[src/rtl/ddmtd_meas_ctrl.sv]
// -----------------------------------------------------------------------------
// ddmtd_meas_ctrl
//
// Sequences one DDMTD phase measurement run in the DDMTD sampling clock domain.
// A run:
//   1. holds both samplers in reset,
//   2. waits for them to settle,
//   3. measures 2^n_avg phase tags, one per A/B edge pair,
//   4. reports the summed tags and their average.
// A tag is the number of DDMTD cycles from a rising edge of the sampled
// reference clock (A) to the next rising edge of the sampled target clock (B).
//
// Ports
//   clk_ddmtd_i      DDMTD sampling clock (only clock of the block)
//   rst_ddmtdclk_i   synchronous, active-high reset
//   start_i          one-cycle run request, honoured only when idle
//   n_avg_i          log2 of tags per run, captured at start and clamped
//                    to MAX_AVG_LOG2
//   clk_a_sampled_i  sampled reference clock from sampler A
//   clk_b_sampled_i  sampled target clock from sampler B
//   sampler_rst_n_o  active-low reset to both samplers
//   busy_o           run in progress (from the cycle after start up to and
//                    including the done cycle)
//   done_o           one-cycle end-of-run pulse
//   err_o            run ended on a missing-edge timeout
//   phase_sum_o      accumulated tag sum (partial if err_o)
//   phase_avg_o      phase_sum_o >> captured n_avg, updated with done_o
// -----------------------------------------------------------------------------
module ddmtd_meas_ctrl #(
   parameter int TAG_W         = 16,
   parameter int MAX_AVG_LOG2  = 8,
   parameter int RST_CYCLES    = 4,
   parameter int SETTLE_CYCLES = 16
) (
   input  logic                          clk_ddmtd_i,
   input  logic                          rst_ddmtdclk_i,
   input  logic                          start_i,
   input  logic [3:0]                    n_avg_i,
   input  logic                          clk_a_sampled_i,
   input  logic                          clk_b_sampled_i,
   output logic                          sampler_rst_n_o,
   output logic                          busy_o,
   output logic                          done_o,
   output logic                          err_o,
   output logic [TAG_W+MAX_AVG_LOG2-1:0] phase_sum_o,
   output logic [TAG_W-1:0]              phase_avg_o
);

   localparam int SUM_W   = TAG_W + MAX_AVG_LOG2;
   localparam int CNT_W   = MAX_AVG_LOG2 + 1;
   localparam int SEQ_MAX = (RST_CYCLES > SETTLE_CYCLES) ? RST_CYCLES : SETTLE_CYCLES;
   localparam int SEQ_W   = $clog2(SEQ_MAX + 1);

   localparam logic [SEQ_W-1:0] RST_LAST    = SEQ_W'(RST_CYCLES - 1);
   localparam logic [SEQ_W-1:0] SETTLE_LAST = SEQ_W'(SETTLE_CYCLES - 1);
   localparam logic [3:0]       MAX_N       = 4'(MAX_AVG_LOG2);

   // The timeout fires in the cycle whose counter value is 2^TAG_W-2, i.e. as
   // the counter would reach 2^TAG_W-1. A B edge in that same cycle still
   // yields tag 2^TAG_W-1, so every tag fits in TAG_W bits.
   localparam logic [TAG_W-1:0] TMO_LAST = {{(TAG_W-1){1'b1}}, 1'b0};

   typedef enum logic [2:0] {
      S_IDLE,
      S_SRST,
      S_SETTLE,
      S_ARM_A,
      S_WAIT_B,
      S_NEXT,
      S_DONE
   } state_t;

   state_t             state_q,    state_d;
   logic [SEQ_W-1:0]   seq_cnt_q,  seq_cnt_d;   // SRST / SETTLE duration
   logic [TAG_W-1:0]   tag_cnt_q,  tag_cnt_d;   // tag and timeout counter
   logic [TAG_W-1:0]   tag_q,      tag_d;
   logic [CNT_W-1:0]   meas_cnt_q, meas_cnt_d;
   logic [3:0]         n_avg_q,    n_avg_d;
   logic [SUM_W-1:0]   sum_q,      sum_d;
   logic [TAG_W-1:0]   avg_q,      avg_d;
   logic               err_q,      err_d;
   logic               prev_a_q,   prev_a_d;
   logic               prev_b_q,   prev_b_d;
   logic               srst_n_q,   srst_n_d;

   logic edge_a;
   logic edge_b;

   assign edge_a = clk_a_sampled_i & ~prev_a_q;
   assign edge_b = clk_b_sampled_i & ~prev_b_q;

   // NOTE: every signal written here gets a default first, so no path through
   // the case statement can leave one unassigned and infer a latch.
   always_comb begin
      state_d    = state_q;
      seq_cnt_d  = seq_cnt_q;
      tag_cnt_d  = tag_cnt_q;
      tag_d      = tag_q;
      meas_cnt_d = meas_cnt_q;
      n_avg_d    = n_avg_q;
      sum_d      = sum_q;
      avg_d      = avg_q;
      err_d      = err_q;
      prev_a_d   = clk_a_sampled_i;
      prev_b_d   = clk_b_sampled_i;

      case (state_q)
         S_IDLE: begin
            if (start_i) begin
               state_d    = S_SRST;
               seq_cnt_d  = '0;
               meas_cnt_d = '0;
               sum_d      = '0;
               avg_d      = '0;
               err_d      = 1'b0;
               n_avg_d    = (n_avg_i > MAX_N) ? MAX_N : n_avg_i;
            end
         end

         S_SRST: begin
            // Holding prev high hides the edge a sampler produces when its
            // output comes out of reset.
            prev_a_d = 1'b1;
            prev_b_d = 1'b1;
            if (seq_cnt_q == RST_LAST) begin
               state_d   = S_SETTLE;
               seq_cnt_d = '0;
            end else begin
               seq_cnt_d = seq_cnt_q + 1'b1;
            end
         end

         S_SETTLE: begin
            prev_a_d = 1'b1;
            prev_b_d = 1'b1;
            if (seq_cnt_q == SETTLE_LAST) begin
               state_d   = S_ARM_A;
               tag_cnt_d = '0;
            end else begin
               seq_cnt_d = seq_cnt_q + 1'b1;
            end
         end

         S_ARM_A: begin
            if (edge_a && edge_b) begin
               // Coincident edges: zero phase, no need to wait for B.
               tag_d   = '0;
               state_d = S_NEXT;
            end else if (edge_a) begin
               tag_cnt_d = '0;
               state_d   = S_WAIT_B;
            end else if (tag_cnt_q == TMO_LAST) begin
               err_d   = 1'b1;
               state_d = S_DONE;
            end else begin
               tag_cnt_d = tag_cnt_q + 1'b1;
            end
         end

         S_WAIT_B: begin
            if (edge_b) begin
               // Counter is 0 in the first cycle after the A edge, so +1
               // gives the A-to-B distance in cycles.
               tag_d   = tag_cnt_q + 1'b1;
               state_d = S_NEXT;
            end else if (tag_cnt_q == TMO_LAST) begin
               err_d   = 1'b1;
               state_d = S_DONE;
            end else begin
               tag_cnt_d = tag_cnt_q + 1'b1;
            end
         end

         S_NEXT: begin
            sum_d      = sum_q + SUM_W'(tag_q);
            meas_cnt_d = meas_cnt_q + 1'b1;
            if (meas_cnt_d == (CNT_W'(1) << n_avg_q)) begin
               state_d = S_DONE;
            end else begin
               tag_cnt_d = '0;
               state_d   = S_ARM_A;
            end
         end

         S_DONE: begin
            state_d = S_IDLE;
         end

         default: begin
            state_d = S_IDLE;
         end
      endcase

      // The average is loaded on the transition into DONE (normal end or
      // timeout), so it is valid in the same cycle as done_o.
      if (state_d == S_DONE && state_q != S_DONE) begin
         avg_d = TAG_W'(sum_d >> n_avg_q);
      end

      // Registered from the next state: low exactly while state_q is SRST.
      srst_n_d = (state_d != S_SRST);
   end

   // NOTE: sequential state uses non-blocking assignments only, so every
   // register samples the pre-edge values computed above.
   always_ff @(posedge clk_ddmtd_i) begin
      if (rst_ddmtdclk_i) begin
         state_q    <= S_IDLE;
         seq_cnt_q  <= '0;
         tag_cnt_q  <= '0;
         tag_q      <= '0;
         meas_cnt_q <= '0;
         n_avg_q    <= '0;
         sum_q      <= '0;
         avg_q      <= '0;
         err_q      <= 1'b0;
         prev_a_q   <= 1'b1;
         prev_b_q   <= 1'b1;
         srst_n_q   <= 1'b0;
      end else begin
         state_q    <= state_d;
         seq_cnt_q  <= seq_cnt_d;
         tag_cnt_q  <= tag_cnt_d;
         tag_q      <= tag_d;
         meas_cnt_q <= meas_cnt_d;
         n_avg_q    <= n_avg_d;
         sum_q      <= sum_d;
         avg_q      <= avg_d;
         err_q      <= err_d;
         prev_a_q   <= prev_a_d;
         prev_b_q   <= prev_b_d;
         srst_n_q   <= srst_n_d;
      end
   end

   assign sampler_rst_n_o = srst_n_q;
   assign busy_o          = (state_q != S_IDLE);
   assign done_o          = (state_q == S_DONE);
   assign err_o           = err_q;
   assign phase_sum_o     = sum_q;
   assign phase_avg_o     = avg_q;

endmodule

[config.mk]
export PLATFORM = sky130hd
export DESIGN_NAME = ddmtd_meas_ctrl
export DESIGN_NICKNAME = d
export VERILOG_FILES = /design/src/rtl/ddmtd_meas_ctrl.sv
export SDC_FILE = /design/constraint.sdc
export NUM_CORES = 1
export LEC_CHECK = 0
export ABC_AREA = 1
export CELL_PAD_IN_SITES_DETAIL_PLACEMENT = 2
export CELL_PAD_IN_SITES_GLOBAL_PLACEMENT = 2
export CORE_ASPECT_RATIO = 1.1
export CORE_UTILIZATION = 33
export CTS_BUF_LIST = sky130_fd_sc_hd__clkbuf_8
export DETAILED_ROUTE_END_ITERATION = 16
export PLACE_DENSITY = 0.93
export SLEW_MARGIN = 30
export SYNTH_ARGS = -nofsm -noshare
export SYNTH_HDL_FRONTEND = slang
export SYNTH_SLANG_ARGS = --single-unit
[constraint.sdc]
create_clock -name clk_ddmtd_i -period 2.5 [get_ports clk_ddmtd_i]
set_input_delay 0.375 -clock clk_ddmtd_i [delete_from_list [all_inputs] [get_ports clk_ddmtd_i]]
set_output_delay 0.375 -clock clk_ddmtd_i [all_outputs]
set_load 0.02 [all_outputs]
## Word-level counts from Yosys, hierarchy flattened

Index checks and enable logic that the tools add are counted.

| operators by class | value |
|---|---|
| reduce and logical (&&, ||, !) cells | 19 |
| order comparisons | 1 |
| add/sub/neg operators | 4 |
| bitwise operators | 4 |
| equal/unequal tests | 22 |
| mux-type cells | 37 |
| shift operators | 2 |

Operators with widths:

| operator | count |
|---|---|
| 16-bit two-way mux | 11 |
| 16-bit case mux with 4 select lines | 1 |
| 24-bit case mux with 2 select lines | 1 |
| 16-bit case mux with 2 select lines | 1 |
| 24-bit by 16-bit adder with 24-bit output | 1 |
| 24-bit two-way mux | 1 |
| 3-bit two-way mux | 8 |
| 24-bit by 4-bit right shift with 16-bit output | 1 |
| 2-bit inequality test (second input constant) | 9 |
| 3-bit case mux with 6 select lines | 1 |
| 9-bit case mux with 2 select lines | 1 |
| 16-bit by 1-bit adder with 16-bit output (second input constant) | 1 |
| 16-bit == test (second input constant) | 1 |
| 5-bit two-way mux | 3 |
| 5-bit case mux with 3 select lines | 1 |
| 3-bit == test (second input constant) | 4 |
| 5-bit AND reduction | 2 |
| 9-bit by 1-bit adder with 9-bit output (second input constant) | 1 |
| 9-bit == test | 1 |
| 9-bit two-way mux | 1 |
| 3-bit nonzero test | 3 |
| 1-bit by 4-bit left shift with 9-bit output (first input constant) | 1 |
| 2-bit nonzero test | 4 |
| 3-bit by 2-bit == test with 1-bit output (second input constant) | 2 |
| 18 further kinds | 28 |

| storage, ports and cells | value |
|---|---|
| flip-flop bits (word level) | 97 |

## Longest topological paths before layout

Gate-level depths: netlist of the first run.

| depth | value |
|---|---|
| depth in word-level cells | 9 |
| mapped depth | 19 |
| gate-level depth less buffers | 19 |

## Least setup slack after synthesis of the first run

Ideal clock, no wire load.

| timing path | value |
|---|---|
| kind | flip-flop to flip-flop |
| from | register sum_q[0] (netlist: phase_sum_o[0]) |
| to | register avg_q[7] (netlist: phase_avg_o[7]) |
| path buffers | 0 |
| required time | 2.367 ns |
| data arrival time | 2.263 ns |
| stages on the path, launching flop included | 19 |
| slack | 0.103 ns |
| clock period less this slack | 2.397 ns |
| cell sequence | dfxtp_1 -> ha_1 -> inv_1 -> fa_1 -> inv_1 -> nand2_1 -> nand2_1 -> and2_1 -> nand3_1 -> nand2_1 -> nand2_1 -> nand3_1 -> nand3_1 -> nand3_1 -> nand2_1 -> o21ai_0 -> nor2_1 -> nand2_1 -> a21oi_2 |

| on the way | value |
|---|---|
| cells in the longest elaborated chain, start to end | 4 |
| elaborated cells between the ends (all ways) | 5 |
| classes of those cells | add/sub (1); shift (1); mux (3) |

RTL lines:

| element | line | source |
|---|---|---|
| from (decl) | 79 | `logic [SUM_W-1:0] sum_q, sum_d;` |
| from (signal assigned) | 227 | `sum_q <= sum_d;` |
| 24-bit by 16-bit adder with 24-bit output / 24-bit two-way mux (equally long branches) | 175, 109 |  |
| 24-bit case mux with 2 select lines * | 107 | `case (state_q)` |
| 24-bit by 4-bit right shift with 16-bit output * | 197 | `avg_d = TAG_W'(sum_d >> n_avg_q);` |
| 16-bit two-way mux * | 196 | `if (state_d == S_DONE && state_q != S_DONE) begin` |
| to (signal assigned) | 228 | `avg_q <= avg_d;` |
| to (decl) | 80 | `logic [TAG_W-1:0] avg_q, avg_d;` |

Every way passes the cells marked *; elsewhere a longest branch is shown, timed or not.
A chain may end at the register's enable or synchronous reset.

## Final worst setup path of the first run

| timing path | value |
|---|---|
| from | register sum_q[7] (netlist: phase_sum_o[7]) |
| to | register avg_q[6] (netlist: phase_avg_o[6]) |

The elaborated chain is that of the path after synthesis.

==> results of run 1 <==
critical path, delay by kind of cell, from the launching register on:
kind	cells	cell delay, ns
AND/OR/NAND/NOR	11	1.22
buffers and inverters	5	0.59
AO/OA/AOI/OAI	3	0.48
flip-flops	1	0.39
adder cells (fa/ha/maj)	1	0.24
registers in the layout, indices dropped and copies added, names as in the netlist:
name,count
tag_cnt_q,16
sampler_rst_n_o,1
seq_cnt_q,5
err_o,1
phase_avg_o,16
phase_sum_o,24
tag_q,16
prev_a_q,1
state_q,3
prev_b_q,1
n_avg_q,4
meas_cnt_q,9
routing by layer:
layer	part of all wire (%)	vias to the layer above	GRT usage (%)
met5	0.029	-	0
met4	7.6	2	25.7
met1	37	4634	36.1
met3	5.9	234	5.39
met2	50	456	67.1
li1	-	3889	-
power breakdown:
| part | switching (uW) | total, uW | internal, uW | leakage, uW |
|---|---|---|---|---|
| combinational | 354 | 526 | 172 | 0.00310 |
| clock | 792 | 1380 | 585 | 0.000117 |
| sequential | 19.9 | 1580 | 1560 | 0.000796 |
| total | 1170 | 3480 | 2310 | 0.00402 |
cell families (layout without fill, tap and decap cells):
| group | Yosys count | after routing | synth area share, % |
|---|---|---|---|
| fa+ha+maj | 22 | 22 | 4.11 |
| xor+xnor | 24 | 24 | 3.25 |
| flops | 97 | 97 | 28.2 |
| compound gates | 133 | 133 | 11.4 |
| buf+inv | 173 | 315 | 10.1 |
| simple gates | 670 | 670 | 42.9 |
placed cells by master (no fill, tap or decap), types with 7 or more instances in the layout:
cell             synthesis  final
a21oi_2                  4     16
nand3_4                  0      7
nand2_2                  2     57
xor2_1                  17     16
nand3_1                161    104
dfxtp_2                  0     17
buf_4                    3    100
a21oi_1                 80     68
nor2_4                   5     11
nor3_1                  17     16
nor2_1                  91     69
o21ai_0                 17     12
ha_4                     0     10
dfxtp_1                 97     74
nand3_2                  1     51
clkdlybuf4s50_1          0     51
clkbuf_8                 0      9
or2_2                   13     13
nand4_1                 15     15
inv_2                    8     11
nand2_1                349    290
inv_1                  126    121
nor2_2                   4     20
path summary, 6_finish.rpt:
check,to,slack (ns),from,cells after the start
worst max register to register,phase_avg_o[6],-0.52,phase_sum_o[7],20
worst min-delay path,seq_cnt_q[1],0.44,rst_ddmtdclk_i,4
worst min register to register,phase_avg_o[12],0.48,phase_avg_o[12],2
worst max-delay path,phase_avg_o[6],-0.52,phase_sum_o[7],20
repair_timing:
| action | CTS | global route |
|---|---|---|
| setup endpoints to repair | 32 | 32 |
| resized for setup | 115 | 133 |
| hold endpoints to repair | 0 | 0 |
| pin swaps | 23 | 28 |
| hold buffers | 0 | 0 |
| buffers inserted | 10 | 21 |
layout make-up:
class                           instances  area [sq um]  area share (%)
Tap cell                              256           320            3.35
Inverter                              138           526            5.49
Clock buffer                            9           124            1.29
Multi-Input combinational cell        849          5100            53.3
Sequential cell                        97          1990            20.8
Clock inverter                          7           106            1.11
Timing Repair Buffer                  161          1410            14.7
stage by stage:
step                instances  setup TNS, ns  hold WS [ns]  setup slack [ns]  cell area, sq um
floorplan                1119              0         0.445             0.103              6880
global placement         1470       -0.00920         0.451          -0.00920              8170
detailed placement       1470          -3.96         0.463            -0.294              8170
CTS                      1496        -0.0557         0.404           -0.0253              8930
global route             1517         -10.31         0.440            -0.569              9570
finish                   1517          -7.11         0.438            -0.517              9570
==> impl_results.md, run 1 <==
* Ys async rst share at 0%
* Clock slew at reported path FFs at 0.15 ns
* Gpl congestion at 0.888
* Area grow syn2layout at 39.0%
* Layout cell share with drive strength beyond 1 at 30.5%
* Initial core utilization at 33.6%
* Setup ws final at -0.517 ns
* Gr ovfl total at 0
* Clock Sinks at 97
* CTS tree: yes
* Final period util at 121%
* CP required at 2.88 ns
* Hold crit path type: primary input to flop
* Routed vias at 9,215
* CTS Buf Count at 9
* ANT nets after route at 0
* Pwr Density at 363 nW/um^2
* Initial antenna violation count at 1
* Area leader, netlist: dfxtp_1
* Crit-path most repeated cell: nand2_2
* Most common cell in the netlist: nand2_1
* Site Rows at 55
* Shortest period the worst path allows at 3.02 ns
* H-tree Lvls at 3
* Total Routing Usage GR at 35.8%
* Synthesized net count at 1,150
* Critical Path End Type: flop
* CP Launch Type: flop
* Outcome: complete, but fails checks
* Final Util at 46.7%
* Die H at 153 um
* Gate Count Post-Synth at 1,119
* Final setup violation count at 33
* Worst slew pin tran at 0.581 ns
* Final Power at 3480 uW
* Diode count at 0
* Post-synth top area share at 28.2%
* Unrepaired setup endpoints after global routing: yes
* Die X at 140 um
* Wire per inst at 29.7 um
* Failing checks: negative setup slack
* Via density at 6.07
* Leak at 0.00402 uW
* YS warnings at 0
* Fillcell total at 2,446
* Average footprint of a synthesized cell at 6.15 sq um
* Worst-path cell chain: ha_4, buf_4, nand2_1, nand2_1, inv_1, nand2_2, inv_2, nand2_2, buf_6, nand2_2, nand2_2, o21ai_2, inv_2, nand2_4, nand3_2, nand3_2, o21ai_0, nor2_1, nand2_1, a21oi_2
* Slew margin rel. at 61.1%
* FMAX at 0.331 GHz
* Port Buffer Count at 52
* Full die area at 21,400 sq um
* Clock buffer depth at 2
* Top cells by area, synth: dfxtp_1, nand2_1, nand3_1
* Seq cells post-synth at 97
* Sequential element share of the synthesized area at 28.2%
* Final WL at 45.0 mm
* Pin count of the biggest net entering global routing at 76
* Crit path arrival time at 3.39 ns
* Post-synth top flop: dfxtp_1
* Most frequent cells after synthesis: nand2_1, nand3_1, inv_1, dfxtp_1, nor2_1
* Worst vdd ir at 0.000497 V
* Iter 0 DRT Violations at 508
* Worst-skew pair later-pin latency at 0.46 ns
* Slowest stage delay, CP at 0.39 ns
* Final #Nets at 1,287
* Library cells used by synthesis at 47
* Final Hold Fails at 0
* Max_cap viols at 0
* Core area at 20,500 sq um
* Crit-path slowest cell: dfxtp_4
* First-pass GRT wire length at 58.4 mm
* Number of global-route vias before repair at 9,908
* Root buffer cell: clkbuf_8
* Cell Area, Synth at 6880 sq um
* Setup CP Type: flop to flop
* Final Slew Violations at 0
* IO Pins at 53
* Max FO, Critical Path at 4
* Pre-antenna DRT Iters at 7
* Post-synth EDFFs at 0
* DPL Wire Length at 24.4 mm
* Setup Skew at 0.0345 ns
* Drt drc at 0
Power figures use the tool's default switching activity.
==> run 2, diff against run 1 <==
CELL_PAD_IN_SITES_DETAIL_PLACEMENT = unset   (was 2)
CELL_PAD_IN_SITES_GLOBAL_PLACEMENT = unset   (was 2)
PLACE_DENSITY = 0.6   (was 0.93)
==> run 2 against run 1 <==
The run now ends clean. Sequential share of layout area rose by 1.2 points. Worst setup slack improved by 0.63 ns. Flip-flop and latch count unchanged. Wire length decreased by 52%. Critical endpoint is now phase_avg_o[12]. Highest routed layer is now met4.
==> impl_results.md, run 2 (synthesis gave the netlist of run 1 again) <==
* Initial core utilization at 33.6%
* Hold crit path type: primary input to flop
* Worst-skew pair later-pin latency at 0.39 ns
* Final period util at 95.7%
* IO Pins at 53
* Leak at 0.00376 uW
* CP required at 2.83 ns
* Crit path arrival time at 2.72 ns
* Fillcell total at 2,205
* Final Hold Fails at 0
* Final Power at 3090 uW
* Initial antenna violation count at 0
* Most common cell after layout, fill and taps aside: nand2_1
* Critical Path End Type: flop
* CTS Buf Count at 9
* Slew margin rel. at 69.8%
* DP Worst Slack at -0.0268 ns
* Pin count of the biggest net entering global routing at 42
* First-pass GRT wire length at 33.9 mm
* Most frequent cells in the layout: nand2_1, inv_1, nand3_1, dfxtp_1, nor2_1
* Final setup violation count at 0
* Setup CP Type: flop to flop
* Final instance area at 8900 sq um
* Pre-antenna DRT Iters at 5
* Site Rows at 55
* Setup ws final at 0.108 ns
* Port Buffer Count at 52
* Via density at 4.97
* Number of global-route vias before repair at 6,814
* Worst R2R End: phase_avg_o[12]
* Final Slew Violations at 0
* Area grow syn2layout at 29.4%
* Die H at 153 um
* Max FFs per register at 24
* Worst slew pin tran at 0.454 ns
* Final #Nets at 1,251
* CP Launch Type: flop
* Clock Sinks at 97
* Clock slew at reported path FFs at 0.11 ns
* Clock buffer depth at 2
* Hold Crit Endpoint: meas_cnt_q[0]
* H-tree Lvls at 3
* Pwr Density at 347 nW/um^2
* Outcome: completed
* Gr ovfl total at 0
* DP Area at 7990 sq um
* Wire per inst at 14.5 um
* Hold Path Stages at 4
* Layout cell share with drive strength beyond 1 at 21.9%
* Worst vdd ir at 0.000338 V
* Diode count at 0
* CTS tree: yes
* Shortest period the worst path allows at 2.39 ns
* DPL Wire Length at 16.4 mm
* Max FO, Critical Path at 3
* Root buffer cell: clkbuf_8
* Max_cap viols at 0
* Total Routing Usage GR at 19.8%
* Core area at 20,500 sq um
* Hold Startpoint: rst_ddmtdclk_i
* Gpl congestion at 0.912
* Setup Skew at 0.0119 ns
* Reg-to-Reg Start: phase_sum_o[0]
* R2r setup slk at 0.11 ns
* Final WL at 21.4 mm
* Drt drc at 0
* FMAX at 0.418 GHz
* Full die area at 21,400 sq um
* Die X at 140 um
* CP startpoint: phase_sum_o[0]
* Worst-case reg-to-reg path depth at 17
* Routed vias at 7,355
* ANT nets after route at 0
* Iter 0 DRT Violations at 301
run 2: cell types whose count changed in the layout (fill, tap and decap cells not counted), moves of 13 or more:
cell	change
buf_4	-29
dfxtp_1	+13
nand2_1	+30
nand2_2	-27
nor2_1	+17
nor2_2	-14
run 2: routing by layer:
layer  vias up  track usage [%]  share of wire (%)
li1       3822                -                  -
met1      3374             25.5                 46
met2       128             33.5                 49
met3        31             2.22                2.8
met4         0             7.69                2.3
met5         -                0                  0
run 2: critical path, stage by stage, from the launching register on:
cell	delay, ns
dfxtp_2	0.36
ha_4	0.13
inv_1	0.05
fa_2	0.39
inv_2	0.06
buf_4	0.10
nand3_1	0.15
nand3_2	0.16
nand2_2	0.06
nand3_1	0.08
nand3_2	0.13
nand3_2	0.09
nand3_1	0.08
nand2_2	0.10
nand2_2	0.06
nand3_1	0.08
nand3_1	0.08
a21oi_1	0.14
run 2: stage by stage:
stage	cells	utilization, %	hold slack [ns]	setup TNS, ns
3_5_place_dp	1452	39.0	0.455	-0.0268
2_1_floorplan	1119	-	0.445	0
4_1_cts	1468	40.0	0.342	0
5_1_grt	1481	43.4	0.344	-1.09
3_3_place_gp	1452	39.0	0.454	-0.0171
6_report	1481	43.4	0.361	0
run 2: how the worst max path moves through the flow:
stage                                  to  slack (ns)  cells after the start
after global placement     phase_avg_o[8]       -0.02                     13
after CTS                  phase_avg_o[6]        0.04                     19
after floorplan            phase_avg_o[7]        0.10                     18
after detailed placement   phase_avg_o[8]       -0.03                     13
final                     phase_avg_o[12]        0.11                     17
after global routing      phase_avg_o[12]        -0.1                     19
run 2: layout make-up:
cell class,instances,area (sq um),area share (%)
Multi-Input combinational cell,850,4850,54.4
Tap cell,256,320,3.60
Timing Repair Buffer,124,1060,11.9
Sequential cell,97,1950,22.0
Inverter,138,520,5.85
Clock buffer,9,124,1.39
Clock inverter,7,78.8,0.885
run 2: timing repair:
| action | CTS | global route |
|---|---|---|
| pin swaps | 0 | 35 |
| cloned | 0 | 1 |
| gates resized for setup | 2 | 137 |
| setup buffers | 0 | 12 |
| endpoints found under the setup margin | 2 | 21 |
| hold buffers | 0 | 0 |
run 2: power by group:
part	total (uW)	switching (uW)	internal, uW
sequential	1580	16.1	1560
clock	1120	642	474
combinational	394	252	142
total	3090	911	2180
==> run 3, diff against run 2 <==
RECOVER_POWER = 50   (was unset)
==> run 3 against run 2 <==
Design area down 0.18%. Flip-flop and latch count unchanged. Die area unchanged. Highest routed layer unchanged.
==> impl_results.md, run 3 (synthesis gave the netlist of run 1 again) <==
* Outcome: completed
* CP startpoint: phase_sum_o[0]
* Slowest stage delay, CP at 0.39 ns
* Clock buffer depth at 2
* Reg-to-Reg Start: phase_sum_o[0]
* Max FFs per register at 24
* ANT nets after route at 0
* Hold Path Stages at 4
* CTS tree: yes
* Worst slew pin tran at 0.673 ns
* Wire per inst at 14.5 um
* Shortest period the worst path allows at 2.39 ns
* Final WL at 21.4 mm
* Setup TNS at 0 ns
* Most frequent cells in the layout: nand2_1, inv_1, nand3_1, dfxtp_1, nor2_1
* Worst-case reg-to-reg path depth at 17
* FMAX at 0.418 GHz
* Leak at 0.00381 uW
* DPL Wire Length at 16.4 mm
* Setup ws final at 0.109 ns
* Slew margin rel. at 55.1%
* Pre-antenna DRT Iters at 4
* Fillcell total at 2,209
* Total Routing Usage GR at 19.8%
* Gr ovfl total at 0
* Max FO, Critical Path at 3
* Most common cell after layout, fill and taps aside: nand2_1
* Final period util at 95.6%
* Clock slew at reported path FFs at 0.11 ns
* CTS Buf Count at 9
* IO Pins at 53
* Final setup violation count at 0
* Hold Crit Endpoint: meas_cnt_q[0]
* Worst-path cell chain: ha_4, inv_1, fa_2, inv_2, buf_4, nand3_1, nand3_2, nand2_2, nand3_1, nand3_2, nand3_2, nand3_1, nand2_2, nand2_2, nand3_1, nand3_1, a21oi_1
* Final Hold Fails at 0
* Diode count at 0
* Iter 0 DRT Violations at 300
* Setup Skew at 0.0120 ns
* Routed vias at 7,354
* Final instance area at 8890 sq um
* Die X at 140 um
* Clock Sinks at 97
* Final Slew Violations at 0
* Gpl congestion at 0.912
* Setup CP Type: flop to flop
* DP Area at 7990 sq um
* First-pass GRT wire length at 33.9 mm
* H-tree Lvls at 3
* Max_cap viols at 0
* Final #Nets at 1,251
* Worst vdd ir at 0.000338 V
* Via density at 4.97
* Core area at 20,500 sq um
* Crit path arrival time at 2.72 ns
* Fin cells at 1,481
* Drt drc at 0
* Port Buffer Count at 52
* Initial antenna violation count at 0
* CP required at 2.83 ns
* Root buffer cell: clkbuf_8
* Worst R2R End: phase_avg_o[12]
* Area grow syn2layout at 29.1%
* DP Worst Slack at -0.0268 ns
* Cell count after placement at 1,452
* Crit-path most repeated cell: nand3_1
* CP Launch Type: flop
* Critical Path End Type: flop
* Hold crit path type: primary input to flop
* Initial core utilization at 33.6%
* Crit-path slowest cell: fa_2
* Full die area at 21,400 sq um
* Die H at 153 um
* Pin count of the biggest net entering global routing at 42
* Hold_ws at 0.359 ns
* Worst-skew pair later-pin latency at 0.39 ns
* Number of global-route vias before repair at 6,814
* Hold Startpoint: rst_ddmtdclk_i
* Site Rows at 55
* R2r setup slk at 0.11 ns
* Pwr Density at 347 nW/um^2
* Layout cell share with drive strength beyond 1 at 21.6%
[run 3: changes by cell type in the layout (fill, tap and decap cells not counted), sizes merged]
cell / delta
clkdlybuf4s50: -17
dlygate4sd3: +17
buf: -3
clkbuf: +3
[run 3: worst max-delay path, delay by kind of cell, from the launching register on]
| kind | cells | cell delay, ns |
|---|---|---|
| flops | 1 | 0.36 |
| compound gates | 1 | 0.14 |
| simple gates | 11 | 1.07 |
| fa+ha+maj | 2 | 0.52 |
| buf+inv | 3 | 0.21 |
[run 3: layout make-up]
class	count	area (sq um)	area share, %
Multi-Input combinational cell	850	4840	54.5
Clock inverter	7	78.8	0.887
Inverter	138	520	5.86
Timing Repair Buffer	124	1050	11.8
Sequential cell	97	1950	22.0
Tap cell	256	320	3.60
Clock buffer	9	124	1.39
[run 3: timing repair]
| action | in CTS | in global routing |
|---|---|---|
| gates resized for setup | 2 | 137 |
| gates cloned | 0 | 1 |
| setup buffers | 0 | 12 |
| hold buffers | 0 | 0 |
| pin swaps | 0 | 35 |
| setup endpoints to repair | 2 | 21 |
[run 3: report_power, final]
part | switching (uW) | internal, uW | leakage (uW)
registers | 16.0 | 1560 | 0.000788
logic | 251 | 139 | 0.00292
clock network | 645 | 474 | 0.0000977
total | 912 | 2170 | 0.00381
[run 3: worst max path at each step]
stage / to / slack [ns]
2_1_floorplan: phase_avg_o[7] / 0.10
3_3_place_gp: phase_avg_o[8] / -0.02
3_5_place_dp: phase_avg_o[8] / -0.03
4_1_cts: phase_avg_o[6] / 0.04
5_1_grt: phase_avg_o[12] / -0.1
6_report: phase_avg_o[12] / 0.11
[run 3: per-layer routing]
layer	vias up	wire, um	track usage (%)
met2	125	10400	33.5
met1	3373	9930	25.5
met5	-	0	0
li1	3824	-	-
met4	0	499	7.69
met3	32	596	2.22
[run 3: per-stage QoR]
step / utilization, % / total power [uW]
global route: 43.3 / 3210
global placement: 39.0 / 1970
floorplan: - / 1870
CTS: 40.0 / 3080
detailed placement: 39.0 / 1970
finish: 43.3 / 3080
